$ cat config.mk
export PLATFORM = sky130hd
export DESIGN_NAME = keypad_scan_ctrl
export DESIGN_NICKNAME = d
export VERILOG_FILES = /design/src/rtl/keypad_pkg.sv /design/src/rtl/keypad_sync.sv /design/src/rtl/keypad_scan_ctrl.sv
export SDC_FILE = /design/constraint.sdc
export NUM_CORES = 1
export LEC_CHECK = 0
export ABC_AREA = 0
export CAP_MARGIN = 5
export CORE_ASPECT_RATIO = 1.5
export CORE_UTILIZATION = 52
export DETAILED_ROUTE_END_ITERATION = 6
export PLACE_DENSITY = 0.81
export RECOVER_POWER = 100
export SLEW_MARGIN = 20
export SYNTH_ARGS = -nofsm -noshare
export SYNTH_HDL_FRONTEND = slang
export SYNTH_SLANG_ARGS = --single-unit
$ cat constraint.sdc
create_clock -name clk -period 3.2 [get_ports clk]
set_input_delay 0.64 -clock clk [delete_from_list [all_inputs] [get_ports clk]]
set_output_delay 0.64 -clock clk [all_outputs]
set_load 0.02 [all_outputs]
$ cat src/rtl/keypad_pkg.sv
// Shared definitions for the 4x4 keypad scanner: matrix geometry, key code
// type, the "no key" marker used for frame results, the debounce FSM states
// and small row-vector helpers.
package keypad_pkg;

  localparam int NUM_ROWS = 4;
  localparam int NUM_COLS = 4;

  typedef logic [3:0] key_code_t;

  // Frame result: bit 4 set means "no usable key" (nothing pressed or ghosting),
  // otherwise bits 3:0 carry row*4+col.
  typedef logic [4:0] key_cand_t;
  localparam key_cand_t KEY_NONE = 5'b1_0000;

  typedef enum logic [1:0] {
    IDLE     = 2'd0,
    DEBOUNCE = 2'd1,
    PRESSED  = 2'd2,
    RELEASE  = 2'd3
  } scan_state_t;

  // Number of active rows in one column sample (0..4).
  function automatic logic [2:0] count_rows(input logic [NUM_ROWS-1:0] rows);
    logic [2:0] n;
    n = 3'd0;
    for (int i = 0; i < NUM_ROWS; i++) begin
      n = n + {2'b00, rows[i]};
    end
    return n;
  endfunction

  // Index of the lowest active row; only meaningful when exactly one row is set.
  function automatic logic [1:0] first_row(input logic [NUM_ROWS-1:0] rows);
    logic [1:0] r;
    r = 2'd0;
    for (int i = NUM_ROWS - 1; i >= 0; i--) begin
      if (rows[i]) begin
        r = 2'(i);
      end
    end
    return r;
  endfunction

endpackage

$ cat src/rtl/keypad_sync.sv
// Two-flop synchronizer for asynchronous, active-low inputs. Resets to all
// ones so that a reset never looks like a pressed key.
module keypad_sync #(
  parameter int WIDTH = 4
) (
  input  logic             clk,
  input  logic             rst,
  input  logic [WIDTH-1:0] d_async,
  output logic [WIDTH-1:0] q
);

  logic [WIDTH-1:0] meta_r;

  // Two-stage capture of the raw pins into the clock domain.
  always_ff @(posedge clk) begin
    if (rst) begin
      meta_r <= {WIDTH{1'b1}};
      q      <= {WIDTH{1'b1}};
    end else begin
      meta_r <= d_async;
      q      <= meta_r;
    end
  end

endmodule

$ cat src/rtl/keypad_scan_ctrl.sv
// 4x4 matrix keypad scan controller: walks an active-low column strobe,
// samples synchronized rows at the end of each column dwell, reduces each
// 4-column frame to a single-key candidate, debounces press and release over
// whole frames and hands accepted codes to a valid/ready holding register.
// Optional auto-repeat while a key is held: define KEYPAD_REPEAT_EN.
module keypad_scan_ctrl
  import keypad_pkg::*;
#(
  parameter int SCAN_CYCLES     = 50000,
  parameter int DEBOUNCE_FRAMES = 4,
  parameter int REPEAT_FRAMES   = 100
) (
  input  logic            clk,
  input  logic            rst,
  output logic [3:0]      col_n,
  input  logic [3:0]      row_n_async,
  output key_code_t       key_code,
  output logic            key_valid,
  input  logic            key_ready,
  output logic            key_held,
  output logic            overrun
);

  localparam int DWELL_W = $clog2(SCAN_CYCLES + 1);
  localparam int DEB_W   = $clog2(DEBOUNCE_FRAMES + 1);

  localparam logic [DWELL_W-1:0] DWELL_LAST   = DWELL_W'(SCAN_CYCLES - 1);
  localparam logic [DWELL_W-1:0] DWELL_ZERO   = DWELL_W'(0);
  localparam logic [DWELL_W-1:0] DWELL_ONE    = DWELL_W'(1);
  localparam logic [DEB_W-1:0]   DEB_TARGET   = DEB_W'(DEBOUNCE_FRAMES);
  localparam logic [DEB_W-1:0]   DEB_ZERO     = DEB_W'(0);
  localparam logic [DEB_W-1:0]   DEB_ONE      = DEB_W'(1);
  localparam bit                 SINGLE_FRAME = (DEBOUNCE_FRAMES == 1);

  // Elaboration-time guard on the parameter ranges the scanner relies on.
  if (SCAN_CYCLES < 4 || DEBOUNCE_FRAMES < 1 || REPEAT_FRAMES < 1) begin : g_bad_params
    $error("keypad_scan_ctrl: parameter out of supported range");
  end

  // ---------------------------------------------------------------------------
  // Row synchronizer
  // ---------------------------------------------------------------------------
  logic [3:0] rows_sync_s;

  keypad_sync #(
    .WIDTH (NUM_ROWS)
  ) u_row_sync (
    .clk     (clk),
    .rst     (rst),
    .d_async (row_n_async),
    .q       (rows_sync_s)
  );

  // ---------------------------------------------------------------------------
  // Column scan and frame accumulation
  // ---------------------------------------------------------------------------
  logic [DWELL_W-1:0] dwell_r;
  logic [1:0]         col_idx_r;
  logic [1:0]         acc_cnt_r;   // keys seen so far in this frame, saturates at 2
  key_code_t          acc_code_r;  // code of the single key seen so far

  logic [3:0]  pressed_s;
  logic [2:0]  col_hits_s;
  key_code_t   col_code_s;
  logic        sample_s;
  logic        frame_end_s;
  logic [1:0]  merged_cnt_s;
  key_code_t   merged_code_s;
  key_cand_t   frame_res_s;

  // Column sample decode and merge with earlier columns into the frame result.
  always_comb begin
    pressed_s   = ~rows_sync_s;
    col_hits_s  = count_rows(pressed_s);
    col_code_s  = {first_row(pressed_s), col_idx_r};
    sample_s    = (dwell_r == DWELL_LAST);
    frame_end_s = sample_s && (col_idx_r == 2'd3);

    if (col_hits_s >= 3'd2) begin
      merged_cnt_s = 2'd2;
    end else if ((acc_cnt_r + col_hits_s[1:0]) >= 2'd2) begin
      merged_cnt_s = 2'd2;
    end else begin
      merged_cnt_s = acc_cnt_r + col_hits_s[1:0];
    end

    if (col_hits_s == 3'd1) begin
      merged_code_s = col_code_s;
    end else begin
      merged_code_s = acc_code_r;
    end

    if (merged_cnt_s == 2'd1) begin
      frame_res_s = {1'b0, merged_code_s};
    end else begin
      frame_res_s = KEY_NONE;
    end
  end

  // Dwell counter and one-hot active-low column strobe.
  always_ff @(posedge clk) begin
    if (rst) begin
      dwell_r   <= DWELL_ZERO;
      col_idx_r <= 2'd0;
      col_n     <= 4'b1110;
    end else if (sample_s) begin
      dwell_r   <= DWELL_ZERO;
      col_idx_r <= col_idx_r + 2'd1;
      col_n     <= ~(4'b0001 << (col_idx_r + 2'd1));
    end else begin
      dwell_r   <= dwell_r + DWELL_ONE;
    end
  end

  // Per-frame key accumulator, cleared as each frame is handed to the FSM.
  always_ff @(posedge clk) begin
    if (rst) begin
      acc_cnt_r  <= 2'd0;
      acc_code_r <= 4'd0;
    end else if (frame_end_s) begin
      acc_cnt_r  <= 2'd0;
      acc_code_r <= 4'd0;
    end else if (sample_s) begin
      acc_cnt_r  <= merged_cnt_s;
      acc_code_r <= merged_code_s;
    end
  end

  // ---------------------------------------------------------------------------
  // Debounce FSM
  // ---------------------------------------------------------------------------
  scan_state_t      state_r;
  logic [DEB_W-1:0] deb_cnt_r;
  key_code_t        held_code_r;

  logic [DEB_W-1:0] cnt_inc_s;
  logic             deb_done_s;
  logic             same_s;
  logic             rep_hit_s;
  logic             emit_s;

`ifdef KEYPAD_REPEAT_EN
  localparam int               REP_W      = $clog2(REPEAT_FRAMES + 1);
  localparam logic [REP_W-1:0] REP_TARGET = REP_W'(REPEAT_FRAMES);
  localparam logic [REP_W-1:0] REP_ZERO   = REP_W'(0);
  localparam logic [REP_W-1:0] REP_ONE    = REP_W'(1);

  logic [REP_W-1:0] rep_cnt_r;
  logic [REP_W-1:0] rep_inc_s;

  // Saturating repeat increment and the frame that triggers a re-emission.
  always_comb begin
    if (rep_cnt_r >= REP_TARGET) begin
      rep_inc_s = rep_cnt_r;
    end else begin
      rep_inc_s = rep_cnt_r + REP_ONE;
    end
    rep_hit_s = frame_end_s && (state_r == PRESSED) && same_s && (rep_inc_s >= REP_TARGET);
  end

  // Repeat counter: counts held-code frames in PRESSED, idle at zero elsewhere
  // so it is always clear on entry to PRESSED.
  always_ff @(posedge clk) begin
    if (rst) begin
      rep_cnt_r <= REP_ZERO;
    end else if (frame_end_s) begin
      if (state_r != PRESSED) begin
        rep_cnt_r <= REP_ZERO;
      end else if (same_s) begin
        rep_cnt_r <= rep_hit_s ? REP_ZERO : rep_inc_s;
      end
    end
  end
`else
  // Without auto-repeat only the debounce completion emits.
  always_comb begin
    rep_hit_s = 1'b0;
  end
`endif

  // Frame-end emit decision, shared by the FSM and the holding register.
  always_comb begin
    if (deb_cnt_r >= DEB_TARGET) begin
      cnt_inc_s = deb_cnt_r;
    end else begin
      cnt_inc_s = deb_cnt_r + DEB_ONE;
    end
    deb_done_s = (cnt_inc_s >= DEB_TARGET);
    same_s     = (frame_res_s == {1'b0, held_code_r});
    emit_s     = 1'b0;
    if (frame_end_s) begin
      case (state_r)
        IDLE:     emit_s = (frame_res_s != KEY_NONE) && SINGLE_FRAME;
        DEBOUNCE: emit_s = same_s && deb_done_s;
        PRESSED:  emit_s = rep_hit_s;
        RELEASE:  emit_s = 1'b0;
        default:  emit_s = 1'b0;
      endcase
    end else begin
      emit_s = 1'b0;
    end
  end

  // Press/release debounce state machine, evaluated once per frame.
  always_ff @(posedge clk) begin
    if (rst) begin
      state_r     <= IDLE;
      deb_cnt_r   <= DEB_ZERO;
      held_code_r <= 4'd0;
      key_held    <= 1'b0;
    end else if (frame_end_s) begin
      case (state_r)
        IDLE: begin
          if (frame_res_s != KEY_NONE) begin
            held_code_r <= frame_res_s[3:0];
            if (SINGLE_FRAME) begin
              state_r   <= PRESSED;
              deb_cnt_r <= DEB_ZERO;
              key_held  <= 1'b1;
            end else begin
              state_r   <= DEBOUNCE;
              deb_cnt_r <= DEB_ONE;
            end
          end
        end
        DEBOUNCE: begin
          if (!same_s) begin
            state_r   <= IDLE;
            deb_cnt_r <= DEB_ZERO;
          end else if (deb_done_s) begin
            state_r   <= PRESSED;
            deb_cnt_r <= DEB_ZERO;
            key_held  <= 1'b1;
          end else begin
            deb_cnt_r <= cnt_inc_s;
          end
        end
        PRESSED: begin
          if (!same_s) begin
            if (SINGLE_FRAME && (frame_res_s == KEY_NONE)) begin
              state_r   <= IDLE;
              deb_cnt_r <= DEB_ZERO;
              key_held  <= 1'b0;
            end else begin
              state_r   <= RELEASE;
              deb_cnt_r <= DEB_ONE;
            end
          end
        end
        RELEASE: begin
          if (same_s) begin
            state_r   <= PRESSED;
            deb_cnt_r <= DEB_ZERO;
          end else if (frame_res_s == KEY_NONE) begin
            if (deb_done_s) begin
              state_r   <= IDLE;
              deb_cnt_r <= DEB_ZERO;
              key_held  <= 1'b0;
            end else begin
              deb_cnt_r <= cnt_inc_s;
            end
          end else begin
            // A different single key restarts the release count.
            deb_cnt_r <= DEB_ONE;
          end
        end
        default: begin
          state_r   <= IDLE;
          deb_cnt_r <= DEB_ZERO;
          key_held  <= 1'b0;
        end
      endcase
    end
  end

  // ---------------------------------------------------------------------------
  // Valid/ready holding register
  // ---------------------------------------------------------------------------

  // Load on emit when empty or being drained; drop and flag when full.
  always_ff @(posedge clk) begin
    if (rst) begin
      key_code  <= 4'd0;
      key_valid <= 1'b0;
      overrun   <= 1'b0;
    end else begin
      overrun <= emit_s && key_valid && !key_ready;
      if (emit_s && (!key_valid || key_ready)) begin
        key_code  <= frame_res_s[3:0];
        key_valid <= 1'b1;
      end else if (key_valid && key_ready) begin
        key_valid <= 1'b0;
      end
    end
  end

endmodule
== After elaboration in Yosys (flattened, before gate mapping) ==
Index checks and enable logic that the tools add are counted.

* Bits in registers: 52
* Latch bits: 0
* RAM bits: 0
* Bits in read-only memories: 0
* Output and inout port bits: 11
* Memories kept: 0

* Add/sub/neg operators: 7
* $mul: 0
* Div/mod/pow operators: 0
* $lt $le $gt $ge: 4
* Equal/unequal tests: 20
* Shifts and indexed selects: 1
* Mux-type cells: 34
* Bitwise gates (word level): 2
* Reductions and logical operators: 19

{| class="wikitable"
|+ Operators with widths
! cell !! number
|-
| $mux 2 || 13
|-
| $mux 3 || 7
|-
| $add 16x1->16 const B || 1
|-
| $eq 16x16->1 const B || 1
|-
| $ne 2x2->1 const B || 7
|-
| $pmux 3 s4 || 1
|-
| $ne 3x3->1 const B || 3
|-
| $mux 1 || 8
|-
| $not 4->4 || 2
|-
| $pmux 2 s4 || 1
|-
| $reduce_and 7->1 || 1
|-
| $eq 2x2->1 const B || 3
|-
| $ge 3x3->1 const B || 2
|-
| $logic_and 1x1->1 || 6
|-
| $reduce_and 3->1 || 2
|-
| $reduce_and 6->1 || 1
|-
| $eq 5x4->1 || 1
|-
| $eq 5x5->1 const B || 1
|-
| $mux 5 || 1
|-
| $ne 5x5->1 const B || 1
|-
| $eq 2x1->1 const B || 2
|-
| $mux 4 || 1
|-
| $pmux 1 s2 || 2
|-
| $reduce_bool 2->1 || 2
|-
| other kinds (15) || 17
|}

== Longest topological paths before layout ==
Gate-level depths: netlist (run 1).

* Depth in word-level cells: 16
* Gate-level depth with buffers: 14
* Mapped depth without buffers: 12

== Cells and area by module ==
Synthesis (run 1) repeated with hierarchy kept, for this count alone.

* Cell total of the unflattened synthesis: 271
* Area, all modules: 2453.6 µm²

{| class="wikitable"
|+ Modules (own cells, without submodules)
! module !! times used !! cells an instance !! area each (µm²) !! sequential area each (µm²)
|-
| keypad_scan_ctrl || 1 || 255 || 2243.4 || 880.8
|-
| keypad_sync || 1 || 16 || 210.2 || 160.2
|}

== Worst setup path after synthesis (run 1) ==
Ideal clock, no wire load.

* Path type: register to register
* Start: reg u_row_sync.q[0]
* End: reg key_code[3]
* Library setup time: 129 ps
* Arrival time: 3059 ps
* Path slack: 12 ps
* Stages on the path, launching flop included: 14
* Path buffers: 1
* Period minus slack after synthesis: 3188 ps
* Cells stage by stage: dfxtp_1 fa_1 inv_1 ha_1 inv_1 ha_1 nor3b_4 nor2b_1 or3_1 a211oi_2 and4b_1 buf_2 mux2i_1 nor2_1

* Longest elaborated chain between the ends: 15

{| class="wikitable"
|+ RTL lines
! what !! line !! text
|-
| start, declared || keypad_sync.sv:9 || <nowiki>output logic [WIDTH-1:0] q</nowiki>
|-
| start signal, assigned || keypad_sync.sv:18 || <nowiki>q <= {WIDTH{1'b1}};</nowiki>
|-
| start signal, assigned || keypad_sync.sv:21 || <nowiki>q <= meta_r;</nowiki>
|-
| $not 4->4 * || keypad_scan_ctrl.sv:73 || <nowiki>pressed_s = ~rows_sync_s;</nowiki>
|-
| $add 1x1->2 || keypad_pkg.sv:28 || <nowiki>n = n + {2'b00, rows[i]};</nowiki>
|-
| $add 2x1->3 || keypad_pkg.sv:28 ||
|-
| $add 3x1->3 || keypad_pkg.sv:28 ||
|-
| $add 2x2->2 || keypad_scan_ctrl.sv:81, keypad_scan_ctrl.sv:84 ||
|-
| $ge 2x2->1 || keypad_scan_ctrl.sv:81 || <nowiki>end else if ((acc_cnt_r + col_hits_s[1:0]) >= 2'd2) begin</nowiki>
|-
| $mux 2 || keypad_scan_ctrl.sv:81 ||
|-
| $mux 2 || keypad_scan_ctrl.sv:79 || <nowiki>if (col_hits_s >= 3'd2) begin</nowiki>
|-
| $eq 2x1->1 || keypad_scan_ctrl.sv:93 || <nowiki>if (merged_cnt_s == 2'd1) begin</nowiki>
|-
| $mux 5 * || keypad_scan_ctrl.sv:93 ||
|-
| $eq 5x4->1 || keypad_scan_ctrl.sv:189 || <nowiki>same_s = (frame_res_s == {1'b0, held_code_r});</nowiki>
|-
| $logic_and 1x1->1 || keypad_scan_ctrl.sv:194 || <nowiki>DEBOUNCE: emit_s = same_s && deb_done_s;</nowiki>
|-
| $pmux 1 s2 || keypad_scan_ctrl.sv:192 || <nowiki>case (state_r)</nowiki>
|-
| $mux 1 || keypad_scan_ctrl.sv:191 || <nowiki>if (frame_end_s) begin</nowiki>
|-
| $logic_and 1x1->1 || keypad_scan_ctrl.sv:288 || <nowiki>if (emit_s && (!key_valid || key_ready)) begin</nowiki>
|-
| end signal, assigned || keypad_scan_ctrl.sv:289 || <nowiki>key_code <= frame_res_s[3:0];</nowiki>
|-
| end, declared || keypad_scan_ctrl.sv:17 || <nowiki>output key_code_t key_code,</nowiki>
|}

Every way passes the cells marked *; elsewhere a longest branch is shown, timed or not.
A chain may end at the register's enable or synchronous reset.

== Final worst setup path (run 1) ==
* Start: reg u_row_sync.q[1]
* End: reg key_code[3]

Same word-level chain as after synthesis.

==> results.ini, run 1 <==
[sta]
min_period_ps=3135
maxSlewHeadroom_pct=70.18
tightest_slew_ps=446.2
setup_viol=0
maxClockFrequency_mhz=319.0
fin_ws_ps=65.24
finalCritPeriodShare_pct=97.96
maxSlewViolCount=0
hold_viol_final=0
rsz0062_at_grt=true
skew_ps=7.278

[hold_path]
holdCritPathClass=reg2reg

[floorplan]
initial_core_util_pct=54.33
die_w_um=58.02
rows=30
core_area_um2=4504
dieArea_um2=4990
pin_count=18
die_h_um=86.02

[detailed_routing]
dr.pass1.iters=4
drc_errors=0
wirelength_mm=4.680
vias_per_cell=5.549
wl_per_cell_um=13.45
drt_iter0_markers=41
antenna_left=0
num_vias=1931

[clock_tree]
numCtsBuffers=5
cts-root-buf=clkbuf_8
holdBufCountCts=0
cts-htree-levels=2
cts_tree=yes
cts.reportedPaths.clkPinSlew_ps=90
cts_buffer_depth=2
cts_sinks=52
clk_latency_ps=310

[layout]
diodes=0
syn2layout_area_growth_pct=18.46
layout_common_cells=49 x nor2_1, 49 x dfxtp_1, 17 x clkdlybuf4s50_1
fillers=374
final_nets=319
multiInputGateArea_um2=1369
seqCellArea_um2=1045
design_area_um2=2899
drive_above_1_share_pct=17.67
final_core_util_pct=64.36

[logic_synthesis]
synth_area_um2=2447
synth_edf_count=0
synthCells=272
ys_seq_area_share_pct=42.54
syn_area_per_cell_um2=8.998
ys_ff_latch=52
syn_nets=292
synth_cell_types=47
dominantRegCellSynth=dfxtp_1
yosysWarnings=0
synthArstFlopShare_pct=0

[global_route]
antenna_found_initial=0
grt_pass1_wl_mm=7.900
track_usage_pct=20.35
first_global_vias=1932
overflow=0
grt_max_degree=34

[critical_path]
cp-start-kind=register
crit_chain=fa_1 -> inv_1 -> ha_2 -> inv_2 -> ha_4 -> nor3b_4 -> buf_6 -> nor2b_4 -> or3_4 -> a211oi_4 -> and4b_2 -> mux2i_1 -> nor2_1
crit_path_end_kind=register
required_ps=3390
cp_max_fo=7
crit_slowest_cell=fa_1
crit_arrival_ps=3330
cpPeakStageDelay_ps=530
worstSetupPathType=reg2reg

[run_status]
status=completed

[place]
post_dp_cell_area_um2=2709
place_congestion=0.8536
io_buffer_count=17
dp_hpwl_mm=3.236
pre_cts_slack_ps=-117.6

[run]
maxCapViolCount=0

[pwr]
power.total_mw=1.150
p_leak_nw=1.104
vdd_drop_max_uv=256.7
powerDensity_nw_per_um2=396.7

==> cells in the mapped netlist, drive strengths merged (3+ instances only) <==
library cell | count | area share [%]
nor2 | 49 | 7.5
and2 | 3 | 0.77
o211ai | 4 | 1.2
o21ai | 4 | 0.97
nand3 | 9 | 1.8
mux2i | 8 | 3.3
inv | 11 | 1.7
nor3 | 9 | 2.0
and3 | 6 | 1.5
dfxtp | 52 | 43
xnor2 | 10 | 3.6
or3 | 6 | 1.7
xor2 | 9 | 3.2
a31oi | 3 | 0.77
nand4 | 4 | 1.0
clkbuf | 11 | 1.7
nand2 | 12 | 1.8
a211oi | 6 | 2.0
a21oi | 9 | 2.0
or2 | 9 | 2.3
ha | 12 | 6.1
==> final timing paths <==
kind | start | slack [ps] | cells after the start | endpoint
setup / recovery | u_row_sync.q[1] | 70 | 13 | key_code[3]
hold / removal | u_row_sync.meta_r[1] | 420 | 1 | u_row_sync.q[1]
setup reg to reg | u_row_sync.q[1] | 70 | 13 | key_code[3]
hold reg to reg | u_row_sync.meta_r[1] | 420 | 1 | u_row_sync.q[1]
==> power breakdown <==
part	internal (mW)	switching, mW	leakage (nW)	total [mW]
Clock	0.177	0.204	0.0455	0.381
Combinational	0.0534	0.0563	0.638	0.110
Sequential	0.655	0.00451	0.420	0.659
==> final cells by class <==
type | instances | share of cell area [%]
clock buffer | 8 | 3.107
inverter | 11 | 1.424
timing repair buffer | 33 | 10.14
multi-input combinational | 196 | 47.22
sequential | 52 | 36.04
tap | 48 | 2.072
==> cell families after synthesis <==
kind of cell / share of synthesized area (%)
flip-flops: 42.54
AO/OA/AOI/OAI: 10.43
multiplexers: 3.272
AND/OR/NAND/NOR: 26.23
adder cells (fa/ha/maj): 6.953
XOR/XNOR: 6.800
buffers and inverters: 3.783
==> repair_timing <==
| action | 4_1_cts | 5_1_grt |
|---|---|---|
| resized for setup | 6 | 10 |
| setup endpoints to repair | 11 | 11 |
| pin swaps | 3 | 7 |
| buffers inserted | 3 | 2 |
==> registers in the layout (all words and copies together) (netlist names), 2 cells and up, named ones only <==
| signal | cells |
|---|---|
| key_code | 4 |
| dwell_r | 16 |
| u_row_sync.meta_r | 4 |
| held_code_r | 4 |
| acc_cnt_r | 2 |
| acc_code_r | 4 |
| deb_cnt_r | 3 |
| col_idx_r | 2 |
| u_row_sync.q | 4 |
| col_n | 4 |
==> through the flow <==
step	TNS (ps)	cells	hold slack, ps
3_5_place_dp	-845.3	335	395.1
6_report	0	348	415.3
5_1_grt	-854.0	348	424.6
4_1_cts	0	346	416.2
3_3_place_gp	0	335	392.7
2_1_floorplan	0	272	389.5
==> critical path: cells and delay by family, from the launching register on <==
family / cells / cell delay, ps
AOI/OAI and AO/OA: 1 / 290
adders and majority gates: 3 / 910
buffers and inverters: 3 / 270
DFF: 1 / 350
muxes: 1 / 200
and+or+nand+nor: 5 / 1000
==> per-layer routing <==
metal	vias up	global-route usage [%]	part of all wire [%]
li1	982	-	-
met1	906	21.23	41
met2	32	36.89	53
met3	11	4.223	2.4
met4	0	11.26	3.3
met5	-	0	0
Note: power is estimated with default switching activity, not from simulation.
==> inputs of run 2 (changes only) <==
--- a/config.mk
+++ b/config.mk
@@ -12,6 +12,7 @@
 export DETAILED_ROUTE_END_ITERATION = 6
 export PLACE_DENSITY = 0.81
 export RECOVER_POWER = 100
+export REMOVE_ABC_BUFFERS = 1
 export SLEW_MARGIN = 20
 export SYNTH_ARGS = -nofsm -noshare
 export SYNTH_HDL_FRONTEND = slang
==> run 2 against run 1 <==
Sequential cell count unchanged. Non-clock buffer count decreased by 2. Sequential power about the same.
==> results.ini, run 2 (synthesis gave the netlist of run 1 again) <==
[sta]
setup_viol=0  ; unchanged
maxClockFrequency_mhz=316.5  ; -0.77%
tightest_slew_ps=462.6  ; +16.39 ps
fin_ws_ps=40.77  ; -24.47 ps
maxSlewHeadroom_pct=69.08  ; -1.1 points
hold_slack_ps=416.4  ; +1.083 ps
finalCritPeriodShare_pct=98.73  ; +0.76 points
min_period_ps=3159  ; +24.47 ps
maxSlewViolCount=0  ; unchanged
rsz0062_at_grt=true
hold_viol_final=0  ; unchanged
skew_ps=8.613  ; +1.335 ps
finalSetupTns_ps=0  ; unchanged

[layout]
design_area_um2=2885  ; -0.47%
largest-register=dwell_r
layout_common_cells=50 x dfxtp_1, 49 x nor2_1, 17 x clkdlybuf4s50_1
layout_commonest_cell=dfxtp_1
final_nets=317  ; -0.63%
syn2layout_area_growth_pct=17.89
largest_reg_flops=16  ; unchanged
drive_above_1_share_pct=17.11  ; -0.55 points
diodes=0  ; unchanged

[detailed_routing]
vias_per_cell=5.590  ; +0.73%
num_vias=1934  ; +0.16%
drc_errors=0  ; unchanged
wl_per_cell_um=13.35  ; -0.71%
wirelength_mm=4.620  ; -1.3%
dr.pass1.iters=4  ; unchanged
drt_iter0_markers=57  ; +39%
antenna_left=0  ; unchanged

[pwr]
p_int_mw=0.8627  ; -2.5%
p_sw_mw=0.2775  ; +4.7%
p_leak_nw=1.098  ; -0.56%
p_seq_share_pct=57.8  ; +0.5 points
pwr-share-comb_pct=9.6  ; about the same
vdd_drop_max_uv=331.5  ; +29%
power.total_mw=1.140  ; -0.85%
pwr-share-clk_pct=32.6  ; -0.5 points
powerDensity_nw_per_um2=395.2  ; -0.38%
sw_frac_of_total_pct=24.34  ; +1.3 points

[critical_path]
crit_slowest_cell=fa_1
cpPeakStageDelay_ps=520  ; about the same
worst-path-buf-inv=4  ; +1
cp_max_fo=5  ; -2
worstSetupPathType=reg2reg
cp-startpoint=u_row_sync.q[0]
worst_path_dominant_cell_family=adder cells
r2r_cells=14  ; +1
cp_num_cells=14  ; +1
r2r-start=u_row_sync.q[0]
r2r_slack_ps=40  ; -20 ps
cp-start-kind=register
crit_chain=fa_1 -> inv_1 -> ha_2 -> inv_2 -> ha_4 -> nor3b_4 -> buf_6 -> nor2b_1 -> a31oi_1 -> xor2_1 -> buf_4 -> o2111ai_1 -> a311oi_1 -> nor2_1
required_ps=3390  ; about the same
crit_path_end_kind=register
crit_arrival_ps=3350  ; +20 ps
reg2reg_to=state_r[0]
cp-endpoint=state_r[0]

[global_route]
grt_pass1_wl_mm=7.803  ; -1.2%
track_usage_pct=19.79  ; -0.56 points
antenna_found_initial=0  ; unchanged
overflow=0  ; unchanged
grt_max_degree=33  ; -2.9%
first_global_vias=1882  ; -2.6%

[clock_tree]
numCtsBuffers=5  ; unchanged
cts_sinks=52  ; unchanged
cts-htree-levels=2  ; unchanged
cts_buffer_depth=2  ; unchanged
cts_tree=yes
clk_latency_ps=300  ; about the same
holdBufCountCts=0  ; unchanged
cts.reportedPaths.clkPinSlew_ps=100  ; about the same
cts-root-buf=clkbuf_8

[place]
io_buffer_count=17  ; unchanged
pre_cts_slack_ps=-119.7  ; -2.139 ps
dp_hpwl_mm=3.279  ; +1.3%
place_congestion=0.8736  ; +2.3%
post_dp_cell_area_um2=2709  ; unchanged

[floorplan]
rows=30  ; unchanged
initial_core_util_pct=54.33  ; unchanged
die_h_um=86.02  ; unchanged
die_w_um=58.02  ; unchanged
dieArea_um2=4990  ; unchanged
pin_count=18  ; unchanged
core_area_um2=4504  ; unchanged

[run_status]
status=completed

[run]
maxCapViolCount=0  ; unchanged

[hold_path]
holdCritPathClass=reg2reg

[run 2: per-stage QoR]
stage / util, % / std cells
global route: 64.06 / 346
global placement: 60.14 / 335
finish: 64.06 / 346
CTS: 63.00 / 345
floorplan: - / 259
detailed placement: 60.14 / 335
[run 2: cell type report]
class | instances | area [um^2]
fill | 360 | 1619
multi-input combinational | 196 | 1369
sequential | 52 | 1044
timing repair buffer | 31 | 279.0
clock buffer | 5 | 68.82
tap | 48 | 60.06
inverter | 11 | 41.29
clock inverter | 3 | 23.77
[run 2: worst min path at each step]
| stage | start | endpoint | slack (ps) | depth (start not counted) |
|---|---|---|---|---|
| 2_1_floorplan | u_row_sync.meta_r[0] | u_row_sync.q[0] | 390 | 1 |
| 3_3_place_gp | u_row_sync.meta_r[3] | u_row_sync.q[3] | 390 | 1 |
| 3_5_place_dp | u_row_sync.meta_r[3] | u_row_sync.q[3] | 390 | 1 |
| 4_1_cts | u_row_sync.meta_r[3] | u_row_sync.q[3] | 420 | 1 |
| 5_1_grt | u_row_sync.meta_r[3] | u_row_sync.q[3] | 430 | 1 |
| 6_report | u_row_sync.meta_r[3] | u_row_sync.q[3] | 420 | 1 |
[run 2: layer usage]
layer	part of all wire (%)	global-route usage [%]
met3	2.2	4.374
met2	53	38.04
met5	0	0
met1	42	20.08
met4	2.3	7.359
[run 2: timing repair]
item	in CTS	in global routing
endpoints found under the setup margin	11	11
resized for setup	5	10
setup buffers	2	1
pin swaps	3	5
[run 2: power by group through the flow]
| stage | clock network, mW | registers (mW) | logic [mW] |
|---|---|---|---|
| finish | 0.372 | 0.659 | 0.109 |
| global route | 0.414 | 0.661 | 0.120 |
| CTS | 0.387 | 0.659 | 0.101 |
| detailed placement | 0 | 0.674 | 0.0921 |
| global placement | 0 | 0.674 | 0.0890 |
| floorplan | 0 | 0.673 | 0.0516 |
